===== src/rtl/fsm_probe_engine.sv =====
// Probe engine: replays a stored prefix into a target FSM, then tries each
// candidate byte and streams out those that move the target off its baseline.
module fsm_probe_engine #(
  parameter int DATA_W  = 7,
  parameter int STATE_W = 8,
  parameter int MAX_LEN = 64,
  parameter int CHAR_LO = 32,
  parameter int CHAR_HI = 125,
  parameter int RST_CYC = 2,
  parameter int SETTLE  = 2,
  localparam int LEN_W  = $clog2(MAX_LEN + 1)
) (
  input  logic               clk,
  input  logic               rst,
  input  logic               start,
  input  logic               first_only,
  input  logic               pfx_we,
  input  logic [DATA_W-1:0]  pfx_wdata,
  input  logic               pfx_clr,
  output logic [LEN_W-1:0]   pfx_len,
  output logic               pfx_ovf,
  output logic               busy,
  output logic               done,
  output logic               tgt_rst,
  output logic               tgt_en,
  output logic [DATA_W-1:0]  tgt_byte,
  input  logic [STATE_W-1:0] tgt_state,
  output logic               hit_valid,
  input  logic               hit_ready,
  output logic [DATA_W-1:0]  hit_byte,
  output logic [7:0]         hit_count
);

  localparam int AW   = (MAX_LEN > 1) ? $clog2(MAX_LEN) : 1;
  localparam int CMAX = (RST_CYC > SETTLE) ? RST_CYC : SETTLE;
  localparam int CW   = $clog2(CMAX + 1);

  localparam logic [DATA_W-1:0] LO       = DATA_W'(CHAR_LO);
  localparam logic [DATA_W-1:0] HI       = DATA_W'(CHAR_HI);
  localparam logic [LEN_W-1:0]  FULL     = LEN_W'(MAX_LEN);
  localparam logic [CW-1:0]     RST_LAST = CW'(RST_CYC - 1);
  localparam logic [CW-1:0]     SET_LAST = CW'(SETTLE - 1);

  typedef enum logic [2:0] {
    S_IDLE,
    S_T_RST,
    S_REPLAY,
    S_PROBE,
    S_SETTLE,
    S_SAMPLE,
    S_EMIT
  } state_t;

  state_t state, state_d;

  logic [DATA_W-1:0]  mem [MAX_LEN];
  logic [CW-1:0]      cnt;
  logic [LEN_W-1:0]   idx;
  logic [DATA_W-1:0]  cand;
  logic [STATE_W-1:0] base;
  logic               baseline;
  logic               first_q;
  logic               rst_pulse;
  logic               done_d;
  logic               idle;
  logic               emit_ok;
  logic               pfx_wr;

  assign idle    = (state == S_IDLE);
  assign emit_ok = (state == S_EMIT) && hit_ready;
  assign pfx_wr  = idle && pfx_we && !pfx_clr && (pfx_len != FULL);

  always_ff @(posedge clk) begin
    if (rst) state <= S_IDLE;
    else     state <= state_d;
  end

  always_comb begin
    state_d   = state;
    done_d    = 1'b0;
    busy      = !idle;
    tgt_rst   = rst_pulse || (state == S_T_RST);
    tgt_en    = 1'b0;
    tgt_byte  = '0;
    hit_valid = 1'b0;
    hit_byte  = '0;
    unique case (state)
      S_IDLE: begin
        if (start) state_d = S_T_RST;
      end
      S_T_RST: begin
        if (cnt == RST_LAST) begin
          if (pfx_len != '0) state_d = S_REPLAY;
          else if (baseline) state_d = S_SETTLE;
          else               state_d = S_PROBE;
        end
      end
      S_REPLAY: begin
        tgt_en   = 1'b1;
        tgt_byte = mem[idx[AW-1:0]];
        if (idx == pfx_len - LEN_W'(1))
          state_d = baseline ? S_SETTLE : S_PROBE;
      end
      S_PROBE: begin
        tgt_en   = 1'b1;
        tgt_byte = cand;
        state_d  = S_SETTLE;
      end
      S_SETTLE: begin
        if (cnt == SET_LAST) state_d = S_SAMPLE;
      end
      S_SAMPLE: begin
        if (baseline) begin
          state_d = S_T_RST;
        end else if (tgt_state != base) begin
          state_d = S_EMIT;
        end else if (cand == HI) begin
          state_d = S_IDLE;
          done_d  = 1'b1;
        end else begin
          state_d = S_T_RST;
        end
      end
      S_EMIT: begin
        hit_valid = 1'b1;
        hit_byte  = cand;
        if (hit_ready) begin
          if (first_q || cand == HI) begin
            state_d = S_IDLE;
            done_d  = 1'b1;
          end else begin
            state_d = S_T_RST;
          end
        end
      end
      default: state_d = S_IDLE;
    endcase
  end

  always_ff @(posedge clk) begin
    if (rst) begin
      cnt       <= '0;
      idx       <= '0;
      cand      <= '0;
      base      <= '0;
      baseline  <= 1'b0;
      first_q   <= 1'b0;
      hit_count <= '0;
      done      <= 1'b0;
      rst_pulse <= 1'b1;
    end else begin
      rst_pulse <= 1'b0;
      done      <= done_d;
      if ((state_d == state) &&
          (state == S_T_RST || state == S_SETTLE))
        cnt <= cnt + CW'(1);
      else
        cnt <= '0;
      idx <= (state == S_REPLAY) ? idx + LEN_W'(1) : '0;
      if (idle && start) begin
        first_q   <= first_only;
        hit_count <= '0;
        baseline  <= 1'b1;
        cand      <= LO;
      end
      if (state == S_SAMPLE) begin
        if (baseline) begin
          base     <= tgt_state;
          baseline <= 1'b0;
        end else if (state_d == S_T_RST) begin
          cand <= cand + DATA_W'(1);
        end
      end
      if (emit_ok) begin
        if (hit_count != 8'hff) hit_count <= hit_count + 8'd1;
        if (state_d == S_T_RST) cand <= cand + DATA_W'(1);
      end
    end
  end

  always_ff @(posedge clk) begin
    if (rst) begin
      pfx_len <= '0;
      pfx_ovf <= 1'b0;
    end else if (idle) begin
      if (pfx_clr) begin
        pfx_len <= '0;
        pfx_ovf <= 1'b0;
      end else if (pfx_we) begin
        if (pfx_len == FULL) pfx_ovf <= 1'b1;
        else                 pfx_len <= pfx_len + LEN_W'(1);
      end
    end
  end

  // Storage is deliberately left out of reset; pfx_len alone marks it valid.
  always_ff @(posedge clk) begin
    if (!rst && pfx_wr) mem[pfx_len[AW-1:0]] <= pfx_wdata;
  end

endmodule


===== config.mk =====
export PLATFORM = sky130hd
export DESIGN_NAME = fsm_probe_engine
export DESIGN_NICKNAME = d
export VERILOG_FILES = /design/src/rtl/fsm_probe_engine.sv
export SDC_FILE = /design/constraint.sdc
export NUM_CORES = 1
export LEC_CHECK = 0
export CORE_MARGIN = 2
export CORE_UTILIZATION = 61
export CTS_CLUSTER_SIZE = 10
export DETAILED_ROUTE_END_ITERATION = 8
export PLACE_DENSITY_LB_ADDON = 0.08
export SLEW_MARGIN = 10
export SYNTH_ARGS = -nofsm -noshare
export SYNTH_HDL_FRONTEND = slang
export SYNTH_SLANG_ARGS = --single-unit

===== constraint.sdc =====
create_clock -name clk -period 2.8 [get_ports clk]
set_input_delay 0.56 -clock clk [delete_from_list [all_inputs] [get_ports clk]]
set_output_delay 0.56 -clock clk [all_outputs]
set_load 0.005 [all_outputs]

==> flow_metrics.env <==
export IMPL_hold_path_startpoint="cnt[0]"
export IMPL_final_max_slew_violation_count=0
export IMPL_cts_max_level=2
export IMPL_yosys_warnings=0
export IMPL_floorplan_die_height_um=186
export IMPL_endpoint_arrival_time_on_the_critical_path_ns=3.01
export IMPL_grt_util_all_layers=0.286
export IMPL_failed_checks="negative setup slack"
export IMPL_first_pass_iters=5
export IMPL_cts_tree="yes"
export IMPL_overflow=0
export IMPL_remaining_drc_errors=0
export IMPL_fp_row_count=66
export IMPL_area_delta_synth_final_pct=21.4
export IMPL_floorplan_io_pins=57
export IMPL_grt_first_pass_wirelength_um=71400
export IMPL_power_per_cell_area_nw_per_um2=618
export IMPL_netlist_area_um2=20100
export IMPL_slew_headroom=0.479
export IMPL_finish_instance_area_um2=24400
export IMPL_floorplan_initialDensity=0.618
export IMPL_crit_path_end="tgt_byte[3]"
export IMPL_post_synth_inst_count=1122
export IMPL_final_min_clock_period_ns=3.57
export IMPL_critical_path_reg2reg_startpoint="pfx_len[0]"
export IMPL_coreArea_um2=32500
export IMPL_cts_buffers=55
export IMPL_clock_sinks=495
export IMPL_synth_flop_cell="edfxtp_1"
export IMPL_clk_transition_reported_paths_ns=0.06
export IMPL_finalCritPeriodShare=1.27
export IMPL_clock_fmax_mhz=280
export IMPL_peakVddDrop_uv=575
export IMPL_r2r_worst_path_cells=10
export IMPL_ys_ff_latch=495
export IMPL_drt_first_iter_violations=1345
export IMPL_setup_violations=7
export IMPL_via_count_of_the_first_global_routing_pass=11600
export IMPL_synthArstFlopShare=0
export IMPL_worstHoldPathType="reg -> reg"
export IMPL_design_die_area_um2=34500
export IMPL_drive_gt1_frac=0.312
export IMPL_layout_nets=1392
export IMPL_status="finished, violations left"
export IMPL_antenna_found_initial=0
export IMPL_synthesis_nets=1151
export IMPL_grt_setup_unrepaired="true"
export IMPL_max_stage_delay_ns=0.50
export IMPL_place_detailed_instances=1722
export IMPL_setup_worst_path_end_class="primary output"
export IMPL_worst_slack_ns=-0.768
export IMPL_hold_violations=0
export IMPL_place_hpwl_um=29900
export IMPL_layout_commonest_cell="edfxtp_1"
export IMPL_setup_total_negative_slack_ns=-5.04
export IMPL_rrSetupSlack_ns=0.23
export IMPL_worst_slew_pin_slew_ns=0.782
export IMPL_synth_edff_count=448
export IMPL_antennaDiodeCount=0
export IMPL_placement_cell_area_um2=22300
export IMPL_total_leakage_power_nw=7.99
export IMPL_gp_routability_congestion=0.866
export IMPL_worstSetupStartpoint="idx[0]"
export IMPL_netlist_cell_type_count=61
export IMPL_port_buffers=56
export IMPL_layout_common_cells="448 x edfxtp_1, 157 x buf_4, 127 x mux4_2"
export IMPL_setup_worst_path_class="reg -> out"
export IMPL_route_antenna_remaining_nets=0
export IMPL_cts_buffer_depth=3
export IMPL_route_detailed_wl_per_inst_um=25.8
export IMPL_avgSynthCellArea_um2=17.9
export IMPL_synth_seq_area_share=0.715
export IMPL_vias_cell=6.26
export IMPL_timing_critical_path_fanout_max=7
export IMPL_cp_data_required_time_ns=2.24
export IMPL_worst_r2r_endpoint="mem[27][3]"
export IMPL_layoutNonFillerInstCount=1841
export IMPL_die_width_um=186
export IMPL_cap_viol_max_count=0
export IMPL_clock_root_buffer="clkbuf_16"
export IMPL_timing_critical_path_slowest_stage_cell="mux4_2"
export IMPL_dr_total_vias=11500
export IMPL_timing_clock_skew_ns=0.0124
export IMPL_clock_latency_ns=0.57
export IMPL_worst_setup_path_start_kind="flop"
export IMPL_final_core_utilization=0.751
export IMPL_crit_path_cell_trace="buf_12 > buf_12 > buf_6 > mux4_2 > mux4_2 > a221oi_2 > buf_4 > nand3_2 > buf_2"
export IMPL_postRouteWirelength_um=47500
export IMPL_grt_start_max_net_pins=65
export IMPL_finalPower_mw=15.1
-- worst min-delay path by stage --
stage | end | slack [ns] | cells after the start
after floorplan | cnt[0] | 0.40 | 1
after global placement | cnt[0] | 0.41 | 1
after detailed placement | cnt[0] | 0.42 | 1
after CTS | cnt[0] | 0.43 | 1
after global routing | cnt[0] | 0.45 | 1
final | cnt[0] | 0.43 | 1
-- stage by stage --
| stage | hold slack, ns | setup WS [ns] |
|---|---|---|
| after floorplan | 0.404 | 0.150 |
| after global placement | 0.415 | -0.469 |
| after detailed placement | 0.421 | -0.528 |
| after CTS | 0.428 | -0.788 |
| after global routing | 0.453 | -0.836 |
| final | 0.430 | -0.768 |
-- worst max-delay path, delay by kind of cell, from the launching register on --
family / cells / cell delay [ns]
and+or+nand+nor: 1 / 0.08
buffers and inverters: 5 / 0.71
AOI/OAI and AO/OA: 1 / 0.27
DFF: 1 / 0.37
muxes: 2 / 0.99
-- sequential cells by signal, summed over array words and instances (netlist names) --
register,flops
cand,7
idx,7
first_q,1
mem,448
base,8
pfx_len,7
pfx_ovf,1
done,1
state,3
baseline,1
rst_pulse,1
hit_count,8
cnt,2
-- cell type report --
| cell class | count | area (um^2) |
|---|---|---|
| well taps | 442 | 553 |
| clock buffers | 93 | 1570 |
| flip-flops and latches | 495 | 14400 |
| inverters | 15 | 63.8 |
| fillers | 1919 | 8120 |
| repair inverters | 1 | 6.26 |
| multi-input cells | 545 | 5490 |
| repair buffers | 250 | 2340 |
-- power breakdown --
part / total (mW) / leakage, nW / switching (mW) / internal, mW
Clock: 6.40 / 0.751 / 2.65 / 3.76
Sequential: 8.09 / 4.41 / 0.0170 / 8.07
Combinational: 0.598 / 2.84 / 0.350 / 0.249
-- kinds of logic after synthesis --
family / count (synthesis) / share of synthesized area
adder cells (fa/ha/maj): 7 / 0.00435
AO/OA/AOI/OAI: 91 / 0.0305
buffers and inverters: 82 / 0.0198
flip-flops: 495 / 0.715
multiplexers: 150 / 0.154
XOR/XNOR: 26 / 0.0113
AND/OR/NAND/NOR: 271 / 0.0649
-- synth_stat cells (13+ instances only) --
library cell | instances | share of area
a21oi_1 | 25 | 0.0062
buf_2 | 13 | 0.0032
clkbuf_1 | 33 | 0.0062
dfxtp_1 | 47 | 0.047
edfxtp_1 | 448 | 0.67
mux2i_1 | 21 | 0.010
mux4_2 | 127 | 0.14
nand2_1 | 41 | 0.0076
nand3_1 | 34 | 0.0085
nor2_1 | 109 | 0.020
xnor2_1 | 18 | 0.0078
-- routing by layer --
| metal | global-route usage | wire, um | up-vias |
|---|---|---|---|
| met4 | 0.0806 | 1200 | 0 |
| met2 | 0.478 | 23800 | 554 |
| li1 | - | - | 4982 |
| met5 | 0 | 0 | - |
| met3 | 0.0477 | 3680 | 85 |
| met1 | 0.397 | 18800 | 5896 |
-- timing repair --
action                     4_1_cts  5_1_grt
hold buffers                     0        0
cloned                           2        1
setup endpoints to repair       13       14
buffers inserted                19        5
resized for setup               63       15
pin swaps                       14        6
(Power assumes the default switching activity.)
